File: config.mk
export PLATFORM = sky130hd
export DESIGN_NAME = rv32i_instr_encoder
export DESIGN_NICKNAME = d
export VERILOG_FILES = /design/src/rtl/rv32i_instr_encoder.sv
export SDC_FILE = /design/constraint.sdc
export NUM_CORES = 1
export LEC_CHECK = 0
export CORE_UTILIZATION = 54
export DETAILED_ROUTE_END_ITERATION = 8
export MAX_ROUTING_LAYER = met4
export PLACE_DENSITY_LB_ADDON = 0.12
export SYNTH_ARGS = -nofsm -noshare
export SYNTH_HDL_FRONTEND = slang
export SYNTH_SLANG_ARGS = --single-unit
File: constraint.sdc
create_clock -name clk -period 3.6 [get_ports clk]
set_input_delay 1.08 -clock clk [delete_from_list [all_inputs] [get_ports clk]]
set_output_delay 1.08 -clock clk [all_outputs]
set_load 0.02 [all_outputs]
File: src/rtl/rv32i_instr_encoder.sv
// rv32i_instr_encoder
// Packs decoded RV32I fields (opcode, register indices, funct3/funct7,
// immediate) into 32-bit machine words and writes them sequentially into an
// instruction memory through a one-cycle write strobe.
// Optional feature: define RV32I_ENC_CHECKSUM_EN to add a running XOR
// checksum of every written word on the checksum output.
module rv32i_instr_encoder #(
  parameter int          DEPTH     = 256,
  parameter logic [31:0] BASE_ADDR = 32'h0000_0000
) (
  input  logic                     clk,
  input  logic                     reset,
  input  logic                     in_valid,
  output logic                     in_ready,
  input  logic [6:0]               in_op,
  input  logic [4:0]               in_rd,
  input  logic [4:0]               in_rs1,
  input  logic [4:0]               in_rs2,
  input  logic [2:0]               in_funct3,
  input  logic [6:0]               in_funct7,
  input  logic [31:0]              in_imm,
  input  logic                     finish,
  input  logic                     restart,
  output logic                     wr_en,
  output logic [31:0]              wr_addr,
  output logic [31:0]              wr_data,
  output logic [$clog2(DEPTH):0]   word_count,
  output logic                     done,
  output logic                     illegal
`ifdef RV32I_ENC_CHECKSUM_EN
  ,
  output logic [31:0]              checksum
`endif
);

  localparam int              CW      = $clog2(DEPTH) + 1;
  localparam logic [CW-1:0]   DEPTH_C = CW'(DEPTH);

  // RV32I base opcodes handled by the encoder
  localparam logic [6:0] OP_R      = 7'b0110011;
  localparam logic [6:0] OP_IMM    = 7'b0010011;
  localparam logic [6:0] OP_LOAD   = 7'b0000011;
  localparam logic [6:0] OP_JALR   = 7'b1100111;
  localparam logic [6:0] OP_SYSTEM = 7'b1110011;
  localparam logic [6:0] OP_STORE  = 7'b0100011;
  localparam logic [6:0] OP_BRANCH = 7'b1100011;
  localparam logic [6:0] OP_LUI    = 7'b0110111;
  localparam logic [6:0] OP_AUIPC  = 7'b0010111;
  localparam logic [6:0] OP_JAL    = 7'b1101111;

  typedef enum logic [1:0] {
    IDLE   = 2'd0,
    ENCODE = 2'd1,
    WRITE  = 2'd2,
    DONE   = 2'd3
  } state_t;

  state_t      state_reg;

  // Field set captured at the handshake so the source may move on immediately
  logic [6:0]  op_reg;
  logic [4:0]  rd_reg;
  logic [4:0]  rs1_reg;
  logic [4:0]  rs2_reg;
  logic [2:0]  funct3_reg;
  logic [6:0]  funct7_reg;
  logic [31:0] imm_reg;

  logic [31:0] word_next;
  logic        legal_next;
  logic [CW-1:0] count_inc;

  assign count_inc = word_count + 1'b1;

  // Accept only while idle and the target memory still has room
  assign in_ready = (state_reg == IDLE) && (word_count < DEPTH_C);

  // Instruction word formation from the latched fields, selected by format
  always_comb begin
    legal_next = 1'b1;
    word_next  = wr_data;
    case (op_reg)
      OP_R: begin
        word_next = {funct7_reg, rs2_reg, rs1_reg, funct3_reg, rd_reg, op_reg};
      end
      OP_IMM: begin
        // slli/srli/srai carry funct7 above a 5-bit shift amount
        if (funct3_reg == 3'b001 || funct3_reg == 3'b101) begin
          word_next = {funct7_reg, imm_reg[4:0], rs1_reg, funct3_reg, rd_reg, op_reg};
        end else begin
          word_next = {imm_reg[11:0], rs1_reg, funct3_reg, rd_reg, op_reg};
        end
      end
      OP_LOAD, OP_JALR, OP_SYSTEM: begin
        word_next = {imm_reg[11:0], rs1_reg, funct3_reg, rd_reg, op_reg};
      end
      OP_STORE: begin
        word_next = {imm_reg[11:5], rs2_reg, rs1_reg, funct3_reg, imm_reg[4:0], op_reg};
      end
      OP_BRANCH: begin
        // imm[0] is implicitly zero for branch offsets and is dropped
        word_next = {imm_reg[12], imm_reg[10:5], rs2_reg, rs1_reg, funct3_reg,
                     imm_reg[4:1], imm_reg[11], op_reg};
      end
      OP_LUI, OP_AUIPC: begin
        word_next = {imm_reg[31:12], rd_reg, op_reg};
      end
      OP_JAL: begin
        word_next = {imm_reg[20], imm_reg[10:1], imm_reg[11], imm_reg[19:12],
                     rd_reg, op_reg};
      end
      default: begin
        legal_next = 1'b0;
      end
    endcase
  end

  // Control FSM with registered write port, status and field capture
  always_ff @(posedge clk) begin
    if (reset) begin
      state_reg  <= IDLE;
      wr_en      <= 1'b0;
      wr_addr    <= BASE_ADDR;
      wr_data    <= 32'h0;
      word_count <= '0;
      done       <= 1'b0;
      illegal    <= 1'b0;
      op_reg     <= 7'h0;
      rd_reg     <= 5'h0;
      rs1_reg    <= 5'h0;
      rs2_reg    <= 5'h0;
      funct3_reg <= 3'h0;
      funct7_reg <= 7'h0;
      imm_reg    <= 32'h0;
`ifdef RV32I_ENC_CHECKSUM_EN
      checksum   <= 32'h0;
`endif
    end else begin
      case (state_reg)
        IDLE: begin
          // A handshake takes priority over a simultaneous finish request
          if (in_valid && in_ready) begin
            op_reg     <= in_op;
            rd_reg     <= in_rd;
            rs1_reg    <= in_rs1;
            rs2_reg    <= in_rs2;
            funct3_reg <= in_funct3;
            funct7_reg <= in_funct7;
            imm_reg    <= in_imm;
            state_reg  <= ENCODE;
          end else if (finish) begin
            done      <= 1'b1;
            state_reg <= DONE;
          end
        end
        ENCODE: begin
          if (legal_next) begin
            wr_data   <= word_next;
            wr_en     <= 1'b1;
            state_reg <= WRITE;
          end else begin
            // Unsupported opcode: flag it and drop the field set
            illegal   <= 1'b1;
            state_reg <= IDLE;
          end
        end
        WRITE: begin
          wr_en      <= 1'b0;
          wr_addr    <= wr_addr + 32'd4;
          word_count <= count_inc;
`ifdef RV32I_ENC_CHECKSUM_EN
          checksum   <= checksum ^ wr_data;
`endif
          if (count_inc == DEPTH_C) begin
            done      <= 1'b1;
            state_reg <= DONE;
          end else begin
            state_reg <= IDLE;
          end
        end
        DONE: begin
          if (restart) begin
            wr_addr    <= BASE_ADDR;
            word_count <= '0;
            done       <= 1'b0;
            illegal    <= 1'b0;
`ifdef RV32I_ENC_CHECKSUM_EN
            checksum   <= 32'h0;
`endif
            state_reg  <= IDLE;
          end
        end
        default: begin
          state_reg <= IDLE;
        end
      endcase
    end
  end

endmodule
-- Word level (Yosys, flattened, before mapping)
Index checks and enable logic that the tools add are counted.
W data, S select, Z words.
- bits in registers: 142
- input port bits: 69
- output and inout port bits: 77
- logic and storage cells: 81
- $add $sub $neg: 2
- $lt $le $gt $ge: 1
- equality and inequality tests: 23
- multiplexer cells: 22
- reductions and logical operators: 19
- operator list (operator ; number):
    $pmux W32 S7 ; 1
    $mux W32 ; 2
    $pmux W32 S2 ; 1
    $add A32 B3 Y32 const B ; 1
    $eq A7 B7 Y1 const B ; 4
    $eq A7 B6 Y1 const B ; 3
    $pmux W9 S2 ; 1
    $eq A7 B5 Y1 const B ; 2
    $ne A2 B2 Y1 const B ; 6
    $mux W2 ; 5
    $reduce_or A10 Y1 ; 1
    $add A9 B1 Y9 const B ; 1
    $eq A9 B9 Y1 const B ; 1
    $lt A9 B9 Y1 const B ; 1
    $mux W9 ; 1
    $pmux W2 S4 ; 1
    $reduce_and A2 Y1 ; 4
    $eq A7 B2 Y1 const B ; 1
    $mux W1 ; 7
    $reduce_bool A7 Y1 ; 1
    $reduce_and A3 Y1 ; 2
    $reduce_bool A2 Y1 ; 3
    $reduce_and A5 Y1 ; 1
    $eq A2 B2 Y1 const B ; 2
    12 further kinds ; 14

-- Depth between registers and ports, before layout
- depth after elaboration: 5
- depth in mapped cells: 8
- mapped depth without buffers: 6

-- Worst setup path before layout
Ideal clock, no wire load.
- kind: register to output
- start point: reg state_reg[1]
- end point: out in_ready
- arrival time: 1018 ps
- required time: 2520 ps
- setup slack: 1502 ps
- cell stages (with the launch flop): 3
- buffers on the path: 1
- cells stage by stage: dfxtp_1 buf_2 nor3_1
- word-level cells in the longest chain between the ends: 2
- ends and longest elaborated chain (item ; RTL line ; text):
    start: declaration ; 58 ; state_t state_reg;
    start signal: assignment ; 121 ; state_reg <= IDLE;
    start signal: assignment ; 150 ; state_reg <= ENCODE;
    start signal: assignment ; 153 ; state_reg <= DONE;
    $logic_not A2 Y1 ; 76 ; assign in_ready = (state_reg == IDLE) && (word_count < DEPTH_C);
    $logic_and A1 B1 Y1 ; 76 ;
    end: declaration ; 14 ; output logic in_ready,
No other way between the ends.

-- Worst setup path in the final report
Ends and elaborated chain as after synthesis.

==> impl_metrics.yaml <==
setup_path:
  path_class: "reg -> out"
  start_kind: "flip-flop"
  reg2reg_to: "wr_data[13]$_SDFFE_PP0P_"
  r2r_slack_ps: 1190
  reg2reg_from: "op_reg[2]$_SDFFE_PP0P_"
  crit_path_end_kind: "output port"
  crit_arrival_ps: 2050
  worstPathMaxFanout: 10
  cp.required_ps: 2520
  worstRegToRegCells: 6
die:
  die_y_um: 108.0
  die-width_um: 108.0
  start_util_pct: 55.77
  rows: 38
  core-area_um2: 10890
  num_io_pins: 146
  dieArea_um2: 11670
global_route:
  grt_pass1_wl_um: 26120
  grt_usage_pct: 29.37
  antenna_found_initial: 1
  grt_pass1_vias: 5421
  grt_start_max_net_pins: 69
  overflow: 0
sta:
  maxSlewViolCount: 0
  fin_hold_ws_ps: 455.4
  finalHoldViolations: 0
  worst_pin_slew_ps: 946.3
  fmax_ghz: 0.3199
  period_needed_ps: 3126
  worst_slew_margin_rel_pct: 36.78
  setup-tns-final_ps: 0
  finClkSkew_ps: 9.464
  period_share_pct: 86.84
  rsz0062_at_grt: "no"
  final-setup-viol-count: 0
synth:
  synth_fa_ha_area_share_pct: 0.4121
  ys_warn_count: 0
  synth_compound_area_share_pct: 18.83
  synth_edf_count: 0
  ys_types: 57
  yosys_most_used_dff: "dfxtp_1"
  syn_inst: 753
  synth_top_family_by_area: "simple AND/OR/NAND/NOR gates"
  syn-cell-area_um2: 6072
  synth_mux_area_share_pct: 5.193
  yosys.area_share.simple_pct: 25.14
  postSynthAreaPerCell_um2: 8.064
  ys_seq_area_share_pct: 46.16
  netlist_top_cells_area: "dfxtp_1 (46%), nand2_1 (10%), a21oi_1 (7.8%)"
  synth_seq_cells: 140
  synthArstFlopShare_pct: 0
  synth_top_area_share_pct: 46.16
  yosysTopAreaCell: "dfxtp_1"
  synth_xor_area_share_pct: 0
run_status:
  outcome: "complete, no violations"
route:
  avgViaCountPerCell: 5.790
  avgRoutedWirePerCell_um: 15.94
  first_pass_iters: 5
  ant_nets: 0
  drtIter0Drc: 577
  routed_wl_um: 16290
  vias: 5917
  drc: 0
final_layout:
  fin_area_um2: 8114
  layout_commonest_cell: "nand2_1"
  drive_gt1_share_pct: 7.491
  layout_common_cells: "nand2_1 (167), clkdlybuf4s50_1 (142), dfxtp_1 (140)"
  syn2layout_area_growth_pct: 33.63
  finalNetCount: 942
worst_hold_path:
  min-delay-start: "imm_reg[5]$_SDFFE_PP0P_"
  hold_class: "reg -> reg"
  holdPathEnd: "imm_reg[5]$_SDFFE_PP0P_"
  holdPathStages: 2
clock_tree:
  htreeDepth: 4
  numCtsBuffers: 17
  cts_setup_buffers: 0
  clkTransAtPathRegs_ps: 60
  ctsLongestPathBuffers: 2
  root_buffer: "clkbuf_8"
  insertion_delay_ps: 530
  cts_tree: "built"
  cts_resized: 0
  cts.sinks: 140
  postCtsHoldBufs: 0
job:
  max_cap_violations: 0
power_and_ir_drop:
  powerDensity_nw_per_um2: 490.9
  peakVddDrop_mv: 0.3406
  cellLeakagePower_nw: 2.875
placed_design:
  dpl_cell_area_um2: 7520
  io_buffers: 143
  routabilityCongestion: 0.9291
  hpwl_um: 10900
## Yosys cell counts (all sizes together), types with 2 or more instances
| master | count |
|---|---|
| a311oi | 9 |
| or4 | 5 |
| nand4 | 8 |
| ha | 2 |
| a31oi | 4 |
| o21bai | 2 |
| and3 | 12 |
| o21ai | 26 |
| nand3b | 3 |
| mux2i | 18 |
| nor3 | 5 |
| or3 | 8 |
| o311ai | 2 |
| o211ai | 4 |
| inv | 6 |
| nand2b | 4 |
| a2111oi | 2 |
| or2 | 3 |
| nand2 | 169 |
| nor2b | 2 |
| a22oi | 8 |
| mux2 | 12 |
| nand3 | 22 |
| nor2 | 74 |
| a21oi | 95 |
| a41oi | 2 |
| nor4 | 6 |
| and2 | 5 |
| nand4b | 3 |
| clkbuf | 34 |
| a211oi | 19 |
| a222oi | 4 |
| dfxtp | 140 |
| o21a | 2 |
| buf | 20 |
## logic make-up after synthesis
group / after synthesis
and+or+nand+nor: 332
AOI/OAI and AO/OA: 188
DFF: 140
buffers and inverters: 60
muxes: 30
adders and majority gates: 2
other: 1
## worst max path at each step
stage / startpoint / depth (start not counted) / to
after floorplan: state_reg[1]$_SDFFE_PP0P_ / 2 / in_ready
after global routing: state_reg[1]$_SDFFE_PP0P_ / 2 / in_ready
after global placement: in_valid / 5 / rd_reg[3]$_SDFFE_PP0P_
final: state_reg[1]$_SDFFE_PP0P_ / 2 / in_ready
after detailed placement: in_valid / 5 / imm_reg[29]$_SDFFE_PP0P_
after CTS: state_reg[1]$_SDFFE_PP0P_ / 2 / in_ready
## layer usage
layer	routed length [µm]	global-route usage, %	up-vias
met4	292	9.295	0
li1	-	-	2881
met5	0	-	-
met1	7192	37.71	2784
met3	1093	6.450	26
met2	7712	45.95	226
## stage by stage
| stage | util, % | setup slack, ps | total power [W] | std cells |
|---|---|---|---|---|
| final | 74.52 | 473.8 | 0.003983 | 1022 |
| after detailed placement | 69.06 | 778.2 | 0.002273 | 992 |
| after CTS | 74.50 | 469.7 | 0.003991 | 1021 |
| after global routing | 74.52 | 437.7 | 0.004133 | 1022 |
| after floorplan | - | 1502 | 0.002075 | 754 |
| after global placement | 69.06 | 837.7 | 0.002252 | 992 |
## layout make-up
type,instances,area (µm²)
Antenna cell,1,2.502
Clock buffer,24,510.5
Clock inverter,5,81.33
Fill cell,820,2774
Inverter,6,22.52
Multi-Input combinational cell,554,3023
Sequential cell,140,2803
Tap cell,140,175.2
Timing Repair Buffer,152,1496
## worst max-delay path: stages (launching register included)
cell and delay, ps:
dfxtp_1 410, nor3_1 430, clkdlybuf4s50_1 690
## report_power, final
group	leakage, nW	total, W	switching, W	internal (W)
registers	1.14	0.00172	0.0000790	0.00164
clock network	0.291	0.00173	0.000627	0.00110
logic	1.45	0.000533	0.000313	0.000219
No activity file was read; power rests on OpenSTA's default activity.
